<file path="src/rtl/ps2_cmd_sequencer_pkg.sv">
// Shared constants for the PS/2 host command path: keyboard reply codes,
// host command opcodes, sequencer error codes and FSM state encodings.
package ps2_cmd_sequencer_pkg;

   localparam logic [7:0] SCAN_ACK      = 8'hFA;
   localparam logic [7:0] SCAN_RESEND   = 8'hFE;
   localparam logic [7:0] SCAN_BAT_OK   = 8'hAA;
   localparam logic [7:0] SCAN_BAT_FAIL = 8'hFC;
   localparam logic [7:0] CMD_SET_LEDS  = 8'hED;
   localparam logic [7:0] CMD_RESET     = 8'hFF;

   typedef enum logic [1:0] {
      ERR_NONE    = 2'd0,
      ERR_RETRY   = 2'd1,
      ERR_TIMEOUT = 2'd2,
      ERR_BAT     = 2'd3
   } err_code_t;

   typedef enum logic [3:0] {
      ST_IDLE      = 4'd0,
      ST_SEND_CMD  = 4'd1,
      ST_WAIT_TXC  = 4'd2,
      ST_WAIT_ACKC = 4'd3,
      ST_SEND_ARG  = 4'd4,
      ST_WAIT_TXA  = 4'd5,
      ST_WAIT_ACKA = 4'd6,
      ST_WAIT_BAT  = 4'd7,
      ST_DONE      = 4'd8,
      ST_ERR       = 4'd9
   } state_t;

endpackage

</file>
<file path="src/rtl/ps2_cmd_sequencer_if.sv">
// Request, transmitter, receiver and status signals of the PS/2 command sequencer.
// The sequencer uses the slave view; its surroundings (or a bench) use master.
interface ps2_cmd_sequencer_if;
   logic       req_valid;
   logic [7:0] req_cmd;
   logic       req_has_arg;
   logic [7:0] req_arg;
   logic       req_ready;
   logic       tx_start;
   logic [7:0] tx_byte;
   logic       tx_done;
   logic       rx_done;
   logic [7:0] rx_byte;
   logic       rx_fwd_done;
   logic       cmd_done;
   logic       cmd_err;
   logic [1:0] err_code;

   modport master (
      output req_valid, req_cmd, req_has_arg, req_arg, tx_done, rx_done, rx_byte,
      input  req_ready, tx_start, tx_byte, rx_fwd_done, cmd_done, cmd_err, err_code
   );

   modport slave (
      input  req_valid, req_cmd, req_has_arg, req_arg, tx_done, rx_done, rx_byte,
      output req_ready, tx_start, tx_byte, rx_fwd_done, cmd_done, cmd_err, err_code
   );
endinterface

</file>
<file path="src/rtl/ps2_cmd_sequencer_counter.sv">
// Free-running up counter with synchronous clear; clear has priority over increment.
module ps2_cmd_sequencer_counter #(
   parameter int W = 26
) (
   input  logic         clk,
   input  logic         rst,
   input  logic         clr,
   input  logic         inc,
   output logic [W-1:0] cnt
);

   always_ff @(posedge clk or posedge rst) begin
      if (rst) begin
         cnt <= '0;
      end else if (clr) begin
         cnt <= '0;
      end else if (inc) begin
         cnt <= cnt + 1'b1;
      end
   end

endmodule

</file>
<file path="src/rtl/ps2_cmd_sequencer.sv">
// Host-side PS/2 command sequencer: sends opcode (+ optional argument), consumes
// ACK/RESEND/BAT replies, retries on RESEND and times out on silence.
module ps2_cmd_sequencer
   import ps2_cmd_sequencer_pkg::*;
#(
   parameter int ACK_TIMEOUT = 1_000_000,
   parameter int BAT_TIMEOUT = 50_000_000,
   parameter int MAX_RETRIES = 3,
   parameter int TMR_W       = 26
) (
   input  logic               clk,
   input  logic               rst,
   ps2_cmd_sequencer_if.slave bus
);

   localparam int RTR_W = (MAX_RETRIES < 1) ? 1 : $clog2(MAX_RETRIES + 1);
   localparam logic [RTR_W-1:0] MAX_R   = RTR_W'(MAX_RETRIES);
   localparam logic [TMR_W-1:0] ACK_LIM = TMR_W'(ACK_TIMEOUT - 1);
   localparam logic [TMR_W-1:0] BAT_LIM = TMR_W'(BAT_TIMEOUT - 1);

   state_t           state, state_nxt;
   err_code_t        err_q, err_nxt;
   logic [RTR_W-1:0] retry_q;
   logic [TMR_W-1:0] tmr;
   logic [7:0]       tx_byte_q;
   logic [7:0]       cmd_q, arg_q;
   logic             has_arg_q;

   logic accept, ack_state, rx_ack, rx_resend, rx_bat_ok, rx_bat_fail;
   logic consumed, tmr_inc, tmr_exp;

   assign accept      = bus.req_valid && (state == ST_IDLE);
   assign ack_state   = (state == ST_WAIT_ACKC) || (state == ST_WAIT_ACKA);
   assign rx_ack      = bus.rx_done && (bus.rx_byte == SCAN_ACK);
   assign rx_resend   = bus.rx_done && (bus.rx_byte == SCAN_RESEND);
   assign rx_bat_ok   = bus.rx_done && (bus.rx_byte == SCAN_BAT_OK);
   assign rx_bat_fail = bus.rx_done && (bus.rx_byte == SCAN_BAT_FAIL);
   assign consumed    = (ack_state && (rx_ack || rx_resend)) ||
                        ((state == ST_WAIT_BAT) && (rx_bat_ok || rx_bat_fail));

   assign tmr_inc = state inside {ST_WAIT_TXC, ST_WAIT_ACKC, ST_WAIT_TXA,
                                  ST_WAIT_ACKA, ST_WAIT_BAT};
   assign tmr_exp = (state == ST_WAIT_BAT) ? (tmr == BAT_LIM) : (tmr == ACK_LIM);

   // Timer restarts from zero on every state change.
   ps2_cmd_sequencer_counter #(.W(TMR_W)) u_tmr (
      .clk (clk),
      .rst (rst),
      .clr (state_nxt != state),
      .inc (tmr_inc),
      .cnt (tmr)
   );

   always_comb begin
      state_nxt = state;
      err_nxt   = ERR_NONE;
      case (state)
         ST_IDLE:     if (bus.req_valid) state_nxt = ST_SEND_CMD;
         ST_SEND_CMD: state_nxt = ST_WAIT_TXC;
         ST_SEND_ARG: state_nxt = ST_WAIT_TXA;
         ST_WAIT_TXC, ST_WAIT_TXA: begin
            if (bus.tx_done) begin
               state_nxt = (state == ST_WAIT_TXC) ? ST_WAIT_ACKC : ST_WAIT_ACKA;
            end else if (tmr_exp) begin
               state_nxt = ST_ERR;
               err_nxt   = ERR_TIMEOUT;
            end
         end
         ST_WAIT_ACKC, ST_WAIT_ACKA: begin
            if (rx_ack) begin
               if (state == ST_WAIT_ACKA)  state_nxt = ST_DONE;
               else if (has_arg_q)         state_nxt = ST_SEND_ARG;
               else if (cmd_q == CMD_RESET) state_nxt = ST_WAIT_BAT;
               else                        state_nxt = ST_DONE;
            end else if (rx_resend) begin
               if (retry_q < MAX_R) begin
                  state_nxt = (state == ST_WAIT_ACKC) ? ST_SEND_CMD : ST_SEND_ARG;
               end else begin
                  state_nxt = ST_ERR;
                  err_nxt   = ERR_RETRY;
               end
            end else if (tmr_exp) begin
               state_nxt = ST_ERR;
               err_nxt   = ERR_TIMEOUT;
            end
         end
         ST_WAIT_BAT: begin
            if (rx_bat_ok) begin
               state_nxt = ST_DONE;
            end else if (rx_bat_fail) begin
               state_nxt = ST_ERR;
               err_nxt   = ERR_BAT;
            end else if (tmr_exp) begin
               state_nxt = ST_ERR;
               err_nxt   = ERR_TIMEOUT;
            end
         end
         ST_DONE, ST_ERR: state_nxt = ST_IDLE;
         default:         state_nxt = ST_IDLE;
      endcase
   end

   always_ff @(posedge clk or posedge rst) begin
      if (rst) begin
         state     <= ST_IDLE;
         err_q     <= ERR_NONE;
         retry_q   <= '0;
         tx_byte_q <= 8'h00;
      end else begin
         state <= state_nxt;

         if (accept)                    err_q <= ERR_NONE;
         else if (state_nxt == ST_ERR)  err_q <= err_nxt;

         // Retries are counted per byte: the argument starts with a fresh budget.
         if (accept)
            retry_q <= '0;
         else if ((state == ST_WAIT_ACKC) && (state_nxt == ST_SEND_ARG))
            retry_q <= '0;
         else if (ack_state && rx_resend && (state_nxt != ST_ERR))
            retry_q <= retry_q + 1'b1;

         if (accept)                          tx_byte_q <= bus.req_cmd;
         else if ((state == ST_WAIT_ACKC) && (state_nxt == ST_SEND_ARG))
                                              tx_byte_q <= arg_q;
      end
   end

   always_ff @(posedge clk) begin
      if (accept) begin
         cmd_q     <= bus.req_cmd;
         has_arg_q <= bus.req_has_arg;
         arg_q     <= bus.req_arg;
      end
   end

   assign bus.req_ready   = (state == ST_IDLE);
   assign bus.tx_start    = (state == ST_SEND_CMD) || (state == ST_SEND_ARG);
   assign bus.tx_byte     = tx_byte_q;
   assign bus.cmd_done    = (state == ST_DONE);
   assign bus.cmd_err     = (state == ST_ERR);
   assign bus.err_code    = err_q;
   assign bus.rx_fwd_done = bus.rx_done && !consumed;

endmodule

</file>
<file path="src/flat_wrapper.sv">
// flat-port wrapper written by rule: the top's interface ports become plain ports
module ps2_cmd_sequencer_flat import ps2_cmd_sequencer_pkg::*;
#(
   parameter int ACK_TIMEOUT = 1_000_000,
   parameter int BAT_TIMEOUT = 50_000_000,
   parameter int MAX_RETRIES = 3,
   parameter int TMR_W       = 26
)
  (clk, rst, bus_req_valid, bus_req_cmd, bus_req_has_arg, bus_req_arg, bus_tx_done, bus_rx_done, bus_rx_byte, bus_req_ready, bus_tx_start, bus_tx_byte, bus_rx_fwd_done, bus_cmd_done, bus_cmd_err, bus_err_code);
  ps2_cmd_sequencer_if bus_i ();
  input  logic clk;
  input  logic rst;
  input wire logic [$bits(bus_i.req_valid)-1:0] bus_req_valid;
  input wire logic [$bits(bus_i.req_cmd)-1:0] bus_req_cmd;
  input wire logic [$bits(bus_i.req_has_arg)-1:0] bus_req_has_arg;
  input wire logic [$bits(bus_i.req_arg)-1:0] bus_req_arg;
  input wire logic [$bits(bus_i.tx_done)-1:0] bus_tx_done;
  input wire logic [$bits(bus_i.rx_done)-1:0] bus_rx_done;
  input wire logic [$bits(bus_i.rx_byte)-1:0] bus_rx_byte;
  output wire logic [$bits(bus_i.req_ready)-1:0] bus_req_ready;
  output wire logic [$bits(bus_i.tx_start)-1:0] bus_tx_start;
  output wire logic [$bits(bus_i.tx_byte)-1:0] bus_tx_byte;
  output wire logic [$bits(bus_i.rx_fwd_done)-1:0] bus_rx_fwd_done;
  output wire logic [$bits(bus_i.cmd_done)-1:0] bus_cmd_done;
  output wire logic [$bits(bus_i.cmd_err)-1:0] bus_cmd_err;
  output wire logic [$bits(bus_i.err_code)-1:0] bus_err_code;
  assign bus_i.req_valid = bus_req_valid;
  assign bus_i.req_cmd = bus_req_cmd;
  assign bus_i.req_has_arg = bus_req_has_arg;
  assign bus_i.req_arg = bus_req_arg;
  assign bus_i.tx_done = bus_tx_done;
  assign bus_i.rx_done = bus_rx_done;
  assign bus_i.rx_byte = bus_rx_byte;
  assign bus_req_ready = bus_i.req_ready;
  assign bus_tx_start = bus_i.tx_start;
  assign bus_tx_byte = bus_i.tx_byte;
  assign bus_rx_fwd_done = bus_i.rx_fwd_done;
  assign bus_cmd_done = bus_i.cmd_done;
  assign bus_cmd_err = bus_i.cmd_err;
  assign bus_err_code = bus_i.err_code;
  ps2_cmd_sequencer #(.ACK_TIMEOUT(ACK_TIMEOUT), .BAT_TIMEOUT(BAT_TIMEOUT), .MAX_RETRIES(MAX_RETRIES), .TMR_W(TMR_W)) u_core (.clk(clk), .rst(rst), .bus(bus_i));
endmodule
</file>
<file path="config.mk">
export PLATFORM = sky130hd
export DESIGN_NAME = ps2_cmd_sequencer_flat
export DESIGN_NICKNAME = d
export VERILOG_FILES = /design/src/rtl/ps2_cmd_sequencer_pkg.sv /design/src/rtl/ps2_cmd_sequencer_if.sv /design/src/rtl/ps2_cmd_sequencer_counter.sv /design/src/rtl/ps2_cmd_sequencer.sv /design/src/flat_wrapper.sv
export SDC_FILE = /design/constraint.sdc
export NUM_CORES = 1
export LEC_CHECK = 0
export ABC_AREA = 1
export CAP_MARGIN = 20
export CELL_PAD_IN_SITES_DETAIL_PLACEMENT = 1
export CELL_PAD_IN_SITES_GLOBAL_PLACEMENT = 2
export CORE_MARGIN = 2
export CORE_UTILIZATION = 25
export DETAILED_ROUTE_END_ITERATION = 8
export GPL_ROUTABILITY_DRIVEN = 0
export PLACE_DENSITY = 0.61
export SYNTH_ARGS = -nofsm -noshare
export SYNTH_HDL_FRONTEND = slang
export SYNTH_HIERARCHICAL = 1
export SYNTH_SLANG_ARGS = --single-unit
</file>
<file path="constraint.sdc">
create_clock -name clk -period 6.1 [get_ports clk]
set_input_delay 1.22 -clock clk [delete_from_list [all_inputs] [get_ports clk]]
set_output_delay 1.22 -clock clk [all_outputs]
set_load 0.05 [all_outputs]
</file>
==> results by group, run 1 <==
Logic synthesis
  – Post-Syn Area: 0.00366 sq mm
  – Mapped Cells: between 500 and 600
  – Ys Warns: 6
  – Post-synthesis compound-gate area fraction: ~6.8%
  – Largest family of logic cells by synthesized area: simple AND/OR/NAND/NOR gates
  – Mean area per synthesized cell: roughly 7.2 sq um
  – Mux cell area share after synthesis: 0%
  – Synth Register Bits: approximately 60
  – Synth Area in Adders: 0.683%
  – Seq/Total Area, Yosys: approximately 43%
  – Mapped Nets: around 540
  – Post-Synth Simple-Gate Area: between 40 and 50%
  – Cell variety after synth: 41
  – XOR/XNOR Fraction of Synth Area: less than 1%

Layout
  – Layout area overhead: 25.7%
  – Final Net Count: 590
  – Antenna cells: 0
  – Final instance area: between 0.004 and 0.005 sq mm
  – Layout cells sized above 1: between 10 and 15%
  – Multi-input logic area: 0.00180 sq mm
  – Fillcell total: 1782
  – Sequential Area: between 0.0015 and 0.002 sq mm

Detailed routing
  – DRT iter0 DRCs: roughly 180
  – Routed length per instance: approximately 15 um
  – Via count: 3374
  – Via density: between 4 and 5
  – Total Wirelength: between 10000 and 15000 um
  – Routed Antenna Nets: 0
  – DRC Markers: 0
  – DRT Pass-1 Iters: 4

Min path
  – Hold Path Class: reg -> reg
  – Hold-critical path endpoint: u_core/bus.err_code[1]
  – Hold wc startpoint: u_core/bus.err_code[1]
  – Min-Delay Path Depth: 2

Setup path
  – CP cell instances: clkdlybuf4s50_1, nand2_1, nor3b_1, nand3_1, a21oi_1, a211oi_1, clkdlybuf4s50_1
  – Critical-path maximum fanout: 3
  – Buf/Inv on CP: 2
  – CP max-delay cell: clkdlybuf4s50_1
  – Reg2reg path depth: 11
  – Crit Path Class: in -> out
  – R2R setup slack: about 2700 ps
  – Cell mode on critical path: clkdlybuf4s50_1
  – WP depth: 7
  – CP peak stage delay: a little over 700 ps
  – Crit. End Element: output port
  – Critical Path Source Type: input port
  – R2r startpoint: u_core/state[2]
  – Critical R2R Capture: u_core/u_tmr/cnt[8]
  – Top Family by Delay on Critical Path: buffers and inverters
  – Worst path arrival time: 3340 ps
  – Critical Path RT: just under 5000 ps

Clocking
  – Skew-Pair Late Insertion Delay: about 340 ps
  – H-Tree Depth: 3
  – Max clock buf depth: 2
  – Setup bufs post-CTS: 0
  – Number of CTS-inserted buffers: 9
  – PostCTS Resize Cnt: 0
  – Clock net sink count: between 50 and 60
  – CTS root buffer: clkbuf_16
  – Clock transition at the registers of the reported paths: around 60 ps
  – CTS tree: yes
  – Hold_buf cts: 0

Floorplan
  – Core ar.: between 0.01 and 0.015 sq mm
  – Rows: 44
  – Starting Density: between 20% and 30%
  – I/O pins: 45
  – Die X: around 130 um
  – Full die area: approximately 0.016 sq mm
  – Die Y: 125 um

STA
  – Endpoints failing setup: 0
  – Setup TNS: 0 ps
  – Relative slew slack: 45.0%
  – Final hold vios: 0
  – Achievable Freq: ~220 MHz
  – Clk_skew: around 5.6 ps
  – Unrepaired setup endpoints after global routing: no
  – Period utilization: about three quarters
  – Worst-margin pin slew: 825 ps
  – Tmin final: between 4000 and 5000 ps
  – Count of pins over their slew limit: 0

Placed design
  – Detailed Place HPWL: between 8000 and 9000 um
  – IO buf count: 44
  – Dpl cell area: ~0.0043 sq mm

Job
  – MaxCap Viol Count: 0

Power and ir drop
  – Leak pwr: around 2.0 nW
  – Worst VDD drop: between 0.00015 and 0.0002 V
  – Power Density: a little under 400 mW/mm^2
  – Pwr Total: between 1.5 and 2 mW

Global routing
  – Pin count of the biggest net entering global routing: 29
  – Total GRT Usage: roughly 15%
  – Antenna violations before repair: 0
  – First-pass GRT wire length: between 15000 and 20000 um
  – Grt total ovfl: 0
  – Vias in the first global route: 3626

Run status
  – Status: finished clean
==> worst reg2reg max path, delay by kind of cell, from the launching register on <==
kind            cells  cell delay [ps]
buf+inv             2              780
compound gates      2              370
flops               1              470
xor+xnor            1              160
simple gates        6             1540
==> cell usage in the layout (no fill, tap or decap), types with 2 or more instances in the layout <==
cell,synthesis,routed
dfrtp_1,42,42
edfxtp_1,17,17
ha_1,2,2
inv_1,64,64
nand3_1,32,32
nand3b_1,2,2
inv_2,5,5
a21oi_1,19,19
clkinv_1,1,2
nand2_1,159,159
nand4_1,12,12
o21ai_1,3,3
o21bai_1,2,2
nor2_1,69,69
clkbuf_16,0,9
clkinv_4,0,3
nor3b_1,3,3
nor2_2,10,10
nand2_4,2,2
o21ai_0,13,13
clkinvlp_4,0,2
a31oi_1,3,3
clkdlybuf4s50_1,0,44
nor3_1,5,5
nand3_2,4,4
nand2_2,12,12
nor2_4,7,7
==> metrics by stage <==
| step | util [%] | cells | hold slack, ps | worst slack [ps] |
|---|---|---|---|---|
| final | 31.9 | 747 | 472 | 1540 |
| after global routing | 31.9 | 747 | 519 | 1420 |
| after CTS | 31.7 | 746 | 476 | 1540 |
| after detailed placement | 29.8 | 730 | 463 | 1550 |
| after global placement | 29.8 | 730 | 459 | 1600 |
| after floorplan | - | 507 | 482 | 2090 |
==> how the worst max path moves through the flow <==
stage / start / endpoint
floorplan: bus_rx_byte[7] / bus_rx_fwd_done
global placement: bus_rx_byte[6] / bus_rx_fwd_done
detailed placement: bus_rx_byte[1] / bus_rx_fwd_done
CTS: bus_rx_byte[1] / bus_rx_fwd_done
global route: bus_rx_byte[0] / bus_rx_fwd_done
finish: bus_rx_byte[1] / bus_rx_fwd_done
==> metal layers <==
layer  up-vias  global-route usage, %  part of all wire (%)
li1       1718                      -                     -
met1      1609                   20.7                    51
met2        38                   23.6                    45
met3         9                   3.59                   2.5
met4         0                   4.51                   1.1
met5         -                      0                     0
==> where the power goes <==
part           internal, mW  switching [mW]  total, mW
clock                 0.276           0.200      0.477
combinational         0.240           0.556      0.796
sequential            0.479          0.0466      0.526
==> sequential cells by signal, summed over array words and instances, names as in the netlist <==
signal               count
u_core/u_tmr/cnt        26
u_core/has_arg_q         1
u_core/arg_q             8
u_core/retry_q           2
u_core/bus.tx_byte       8
u_core/bus.err_code      2
u_core/state             4
u_core/cmd_q             8
==> cell families after synthesis <==
group                    after synthesis
buffers and inverters                 76
AND/OR/NAND/NOR                      323
XOR/XNOR                               2
AO/OA/AOI/OAI                         45
flip-flops                            59
adder cells (fa/ha/maj)                2
==> Yosys cell counts (all sizes together) <==
cell    number  area share, %
clkinv       1           0.10
o21a         1           0.20
nand3       37            5.9
a21oi       20            2.8
a21boi       1           0.20
o211ai       1           0.20
nand3b       2           0.41
o21bai       2           0.41
nand4       13            2.4
nor3         6           0.96
dfrtp       42             29
nand2      173             19
inv         69            7.1
and3         1           0.17
a31oi        3           0.51
nor4         1           0.17
buf          3           0.61
ha           2           0.68
nor2        87             11
xor2         1           0.24
a211oi       1           0.20
xnor2        1           0.24
nor3b        3           0.61
edfxtp      17             14
o21ai       16            2.2
clkbuf       3           0.58
==> final cells by class <==
cell class	count	share of cell area, %
clock inverters	7	1.17
inverters	70	5.71
multi-input cells	372	39.0
repair buffers	46	10.3
flip-flops and latches	59	33.9
well taps	184	5.00
clock buffers	9	4.89
Power figures use the tool's default switching activity.
==> inputs of run 2 (changes only) <==
==> constraint.sdc (replaced) <==
create_clock -name clk -period 4.2 [get_ports clk]
set_input_delay 0.84 -clock clk [delete_from_list [all_inputs] [get_ports clk]]
set_output_delay 0.84 -clock clk [all_outputs]
set_load 0.05 [all_outputs]
==> run 2 against run 1 <==
Cell count increased by 0.40%; total power up 49%; sequential cell count stayed put; worst hold slack lost 4.7 ps; critical path depth unchanged; setup slack worse by 1200 ps; combinational power is 47% higher; first-iteration DRC count down 30%; wire length down 1.7%; non-clock buffer count grew 3; core utilization rose by 0.17 points; design area rose by 0.54%; highest routed layer unchanged.
==> results by group, run 2 (synthesized netlist as in run 1, its figures left out) <==
STA
  – Achievable Freq: 262 MHz
  – Final hold vios: 0 (unchanged)
  – Period utilization: 90.7%
  – Clk_skew: 8.52 ps (+2.89 ps)
  – Endpoints failing setup: 0 (unchanged)
  – Setup TNS: 0 ps (unchanged)
  – Unrepaired setup endpoints after global routing: no
  – Tmin final: ~3800 ps
  – Hold WS: 468 ps (-4.67 ps)
  – Final setup margin: 390 ps (-1150 ps)
  – Worst-margin pin slew: 769 ps (-56.0 ps)
  – Relative slew slack: 48.7% (+3.7 points)
  – Count of pins over their slew limit: 0 (unchanged)

Floorplan
  – Die X: 125 um (unchanged)
  – Rows: 44 (unchanged)
  – Die Y: 125 um (unchanged)
  – I/O pins: 45 (unchanged)
  – Starting Density: 25.4% (unchanged)
  – Full die area: 0.0156 sq mm (unchanged)
  – Core ar.: 0.0144 sq mm (unchanged)

Clocking
  – Clock transition at the registers of the reported paths: 50 ps (about the same)
  – Setup bufs post-CTS: 0 (unchanged)
  – H-Tree Depth: 3 (unchanged)
  – Hold_buf cts: 0 (unchanged)
  – CTS tree: yes
  – CTS root buffer: clkbuf_16
  – Number of CTS-inserted buffers: 9 (unchanged)
  – Clock net sink count: 59 (unchanged)
  – PostCTS Resize Cnt: 0 (unchanged)
  – Max clock buf depth: 2 (unchanged)
  – Skew-Pair Late Insertion Delay: 340 ps (about the same)

Layout
  – Biggest register: u_core/u_tmr/cnt
  – Final instance area: 0.00463 sq mm (+0.54%)
  – Layout cells sized above 1: 11.5% (+0.47 points)
  – Layout area overhead: 26.4%
  – Non-filler instance count after layout: 750 (+0.40%)
  – Fillcell total: 1789 (+0.39%)
  – Most frequent cells in the layout: 159 x nand2_1, 69 x nor2_1, 64 x inv_1
  – Commonest non-fill, non-tap cell in the layout: nand2_1
  – Flip-flop count of the largest register after layout: 26 (unchanged)
  – Final Net Count: 593 (+0.51%)
  – Antenna cells: 0 (unchanged)

Detailed routing
  – Routed Antenna Nets: 0 (unchanged)
  – Routed length per instance: 14.4 um (-2.1%)
  – Via count: 3351 (-0.68%)
  – Via density: 4.47 (-1.1%)
  – DRT iter0 DRCs: 123 (-30%)
  – DRT Pass-1 Iters: 4 (unchanged)
  – DRC Markers: 0 (unchanged)
  – Total Wirelength: 10800 um (-1.7%)

Min path
  – Hold Path Class: reg -> reg

Placed design
  – DP Worst Slack: 351 ps (-1200 ps)
  – IO buf count: 44 (unchanged)
  – Dpl cell area: 0.00433 sq mm (+0.70%)
  – Placed cells: 734 (+0.55%)
  – Detailed Place HPWL: 8230 um (-1.1%)

Setup path
  – Critical Path Source Type: input port
  – Critical-path maximum fanout: 3 (unchanged)
  – Worst path arrival time: 2970 ps (-370 ps)
  – Critical Path RT: 3360 ps (-1520 ps)
  – Crit Path Class: in -> out
  – Crit. End Element: output port

Global routing
  – Grt total ovfl: 0 (unchanged)
  – Pin count of the biggest net entering global routing: 28 (-3.4%)
  – Antenna violations before repair: 0 (unchanged)
  – Total GRT Usage: 15.0% (-0.083 points)
  – Vias in the first global route: 3650 (+0.66%)
  – First-pass GRT wire length: 18700 um (-0.22%)

Power and ir drop
  – Power Density: 579 mW/mm^2 (+48%)
  – Leak pwr: 2.05 nW (+1.1%)
  – Worst VDD drop: 0.000242 V (+23%)

Run status
  – Status: finished clean

Job
  – MaxCap Viol Count: 0 (unchanged)
[run 2: cell types whose count changed in the layout (fill, tap and decap cells not counted)]
cell	change
buf_4	+4
clkinvlp_4	-1
bufinv_16	+1
buf_16	-1
[run 2: cell type report]
class                   instances  area, sq um  area share [%]
clock buffers                   9          225            4.86
clock inverters                 7         76.3            1.65
inverters                      70          263            5.68
multi-input cells             372         1800            38.8
flip-flops and latches         59         1560            33.7
well taps                     184          230            4.97
repair buffers                 49          478            10.3
[run 2: path summary, 6_finish.rpt]
kind | start | to | slack (ps) | cells after the start
setup / recovery | bus_rx_byte[1] | bus_rx_fwd_done | 390 | 7
min in group asynchronous | rst | u_core/u_tmr/cnt[15] | 910 | 3
hold / removal | u_core/bus.err_code[0] | u_core/bus.err_code[0] | 470 | 2
setup reg to reg | u_core/state[3] | u_core/u_tmr/cnt[13] | 1120 | 20
hold reg to reg | u_core/bus.err_code[0] | u_core/bus.err_code[0] | 470 | 2
max in group asynchronous | rst | u_core/bus.err_code[0] | 2740 | 2
[run 2: worst max-delay path, stage by stage]
cell and delay [ps]:
clkdlybuf4s50_1 470, nand2_1 70, nor3b_1 340, nand3_1 180
a21oi_1 270, a211oi_1 80, clkdlybuf4s50_1 710
[run 2: routing by layer]
metal | global-route usage [%] | share of wire [%] | wire length, um
met1 | 20.8 | 52 | 5580
met2 | 23.1 | 44 | 4780
met3 | 3.04 | 2.4 | 260
met4 | 5.42 | 1.7 | 183
met5 | 0 | 0 | 0
[run 2: power by group]
part           leakage (nW)  switching (mW)  internal (mW)  total (mW)
combinational          1.19           0.805          0.366        1.17
sequential            0.725          0.0646          0.696       0.761
clock                 0.144           0.287          0.462       0.748
[run 2: metrics by stage]
step | power, mW | util [%]
after detailed placement | 1.96 | 30.0
after global placement | 1.96 | 30.0
final | 2.68 | 32.1
after global routing | 2.89 | 32.1
after floorplan | 1.60 | -
after CTS | 2.74 | 32.1
==> inputs of run 3 (changes only) <==
--- a/config.mk
+++ b/config.mk
@@ -9,7 +9,6 @@
 export CAP_MARGIN = 20
 export CELL_PAD_IN_SITES_DETAIL_PLACEMENT = 1
 export CELL_PAD_IN_SITES_GLOBAL_PLACEMENT = 2
-export CORE_MARGIN = 2
 export CORE_UTILIZATION = 25
 export DETAILED_ROUTE_END_ITERATION = 8
 export GPL_ROUTABILITY_DRIVEN = 0
==> run 3 against run 2 <==
Fmax barely moved; clock power is 4.4% higher; wire length fell by 0.27%; register-to-register slack barely moved; critical path type unchanged; sequential power barely moved; combinational power about the same; total power is 1.3% higher; die area fell by 3.2%; sequential share of layout area is essentially flat; largest cell class unchanged; global-route usage up 0.64 points; design area is essentially flat.
==> results by group, run 3 (synthesized netlist as in run 1, its figures left out) <==
Power and ir drop
  – Comb pwr share: 43.1% (-0.6 points)
  – Net Sw Power: 1.14 mW (-1.4%)
  – Internal: 1.58 mW (+3.5%)
  – Power Density: 586 mW/mm^2 (+1.3%)
  – Worst VDD drop: 0.000294 V (+21%)
  – Clock network fraction of design power: 28.8% (+0.9 points)
  – Sw frac: 41.9% (-1.2 points)
  – Leak pwr: 2.06 nW (+0.19%)
  – Reg power frac: 28.1% (-0.3 points)

Layout
  – Commonest non-fill, non-tap cell in the layout: nand2_1
  – Layout cells sized above 1: 11.1% (-0.35 points)
  – Final Net Count: 593 (unchanged)
  – Most frequent cells in the layout: 159 x nand2_1, 69 x nor2_1, 64 x inv_1
  – Layout area overhead: 26.4% (about the same)
  – Flip-flop count of the largest register after layout: 26 (unchanged)
  – Biggest register: u_core/u_tmr/cnt
  – Final instance area: 0.00463 sq mm (about the same)
  – Antenna cells: 0 (unchanged)

Floorplan
  – Rows: 43 (-2.3%)
  – Die Y: 123 um (-1.6%)
  – Die X: 123 um (-1.6%)
  – Starting Density: 26.0% (+0.59 points)
  – Core ar.: 0.0141 sq mm (-2.3%)
  – Full die area: 0.0151 sq mm (-3.2%)
  – I/O pins: 45 (unchanged)

Clocking
  – CTS tree: yes
  – Clock transition at the registers of the reported paths: 50 ps (about the same)
  – Skew-Pair Late Insertion Delay: 330 ps (about the same)
  – H-Tree Depth: 3 (unchanged)
  – Number of CTS-inserted buffers: 9 (unchanged)
  – Setup bufs post-CTS: 0 (unchanged)
  – Clock net sink count: 59 (unchanged)
  – CTS root buffer: clkbuf_16
  – Max clock buf depth: 2 (unchanged)
  – Hold_buf cts: 0 (unchanged)
  – PostCTS Resize Cnt: 0 (unchanged)

STA
  – Period utilization: 90.7% (about the same)
  – Hold WS: 472 ps (+4.39 ps)
  – Clk_skew: 6.44 ps (-2.08 ps)
  – Final hold vios: 0 (unchanged)
  – Endpoints failing setup: 0 (unchanged)
  – Worst-margin pin slew: 750 ps (-18.5 ps)
  – Tmin final: 3810 ps (-2.91 ps)
  – Achievable Freq: 263 MHz (about the same)
  – Count of pins over their slew limit: 0 (unchanged)
  – Setup TNS: 0 ps (unchanged)
  – Unrepaired setup endpoints after global routing: no
  – Relative slew slack: 49.9% (+1.2 points)

Detailed routing
  – DRC Markers: 0 (unchanged)
  – DRT iter0 DRCs: 98 (-20%)
  – Routed Antenna Nets: 0 (unchanged)
  – DRT Pass-1 Iters: 4 (unchanged)
  – Routed length per instance: 14.4 um (+0.27%)
  – Total Wirelength: 10800 um (-0.27%)
  – Via count: 3336 (-0.45%)
  – Via density: 4.47 (about the same)

Setup path
  – Cell mode on critical path: clkdlybuf4s50_1
  – Critical Path RT: 3360 ps (about the same)
  – CP max-delay cell: clkdlybuf4s50_1
  – CP peak stage delay: 710 ps (about the same)
  – Worst path arrival time: 2970 ps (about the same)
  – Crit. End Element: output port
  – R2R setup slack: 1130 ps (about the same)
  – CP cell instances: clkdlybuf4s50_1, nand2_1, nor3b_1, nand3_1, a21oi_1, a211oi_1, clkdlybuf4s50_1
  – Critical Path Source Type: input port
  – Critical-path maximum fanout: 3 (unchanged)
  – Crit Path Class: in -> out

Global routing
  – Total GRT Usage: 15.6% (+0.64 points)
  – Vias in the first global route: 3496 (-4.2%)
  – Grt total ovfl: 0 (unchanged)
  – First-pass GRT wire length: 17700 um (-5.4%)
  – Antenna violations before repair: 0 (unchanged)
  – Pin count of the biggest net entering global routing: 28 (unchanged)

Run status
  – Status: finished clean

Job
  – MaxCap Viol Count: 0 (unchanged)

Placed design
  – Detailed Place HPWL: 8320 um (+1.2%)
  – Dpl cell area: 0.00432 sq mm (-0.12%)
  – IO buf count: 44 (unchanged)

Min path
  – Hold Path Class: reg -> reg
==> run 3: cell count changes in the layout (fill, tap and decap cells not counted), sizes merged <==
cell,delta
clkbuf,+1
clkinv,-1
inv,-1
bufinv,+1
==> run 3: final timing paths <==
kind	from	endpoint	cells past startpoint
max	bus_rx_byte[1]	bus_rx_fwd_done	7
min	u_core/bus.err_code[1]	u_core/bus.err_code[1]	2
max reg2reg	u_core/state[3]	u_core/u_tmr/cnt[21]	20
min reg2reg	u_core/bus.err_code[1]	u_core/bus.err_code[1]	2
max in group asynchronous	rst	u_core/bus.tx_byte[4]	2
min in group asynchronous	rst	u_core/u_tmr/cnt[3]	3
==> run 3: final cells by class <==
type / count / area, sq um
Clock buffer: 10 / 229
Inverter: 70 / 263
Tap cell: 180 / 225
Timing Repair Buffer: 49 / 478
Clock inverter: 6 / 80.1
Multi-Input combinational cell: 372 / 1800
Sequential cell: 59 / 1560
Fill cell: 1743 / 9460
==> run 3: worst max-delay path, delay by kind of cell <==
family                 cells  cell delay, ps
buffers and inverters      2            1180
AND/OR/NAND/NOR            3             570
AO/OA/AOI/OAI              2             380
==> run 3: metrics by stage <==
step	total power [mW]	utilization (%)	setup WS, ps	instances
finish	2.72	32.9	392	746
global route	2.91	32.9	254	746
CTS	2.77	32.9	356	746
detailed placement	1.96	30.7	360	730
global placement	1.95	30.7	361	730
floorplan	1.60	-	946	507
==> run 3: power by group through the flow <==
stage               registers [mW]  logic [mW]  clock network (mW)
finish                       0.764        1.17               0.781
global placement             0.772        1.18                   0
detailed placement           0.774        1.19                   0
floorplan                    0.874       0.730                   0
CTS                          0.765        1.19               0.808
global route                 0.776        1.30               0.828
==> run 3: per-layer routing <==
metal	vias up	GRT usage [%]	share of wire, %
li1	1722	-	-
met1	1559	20.9	51
met2	41	24.9	44
met3	14	3.18	2.8
met4	0	5.42	1.4
met5	-	0	0
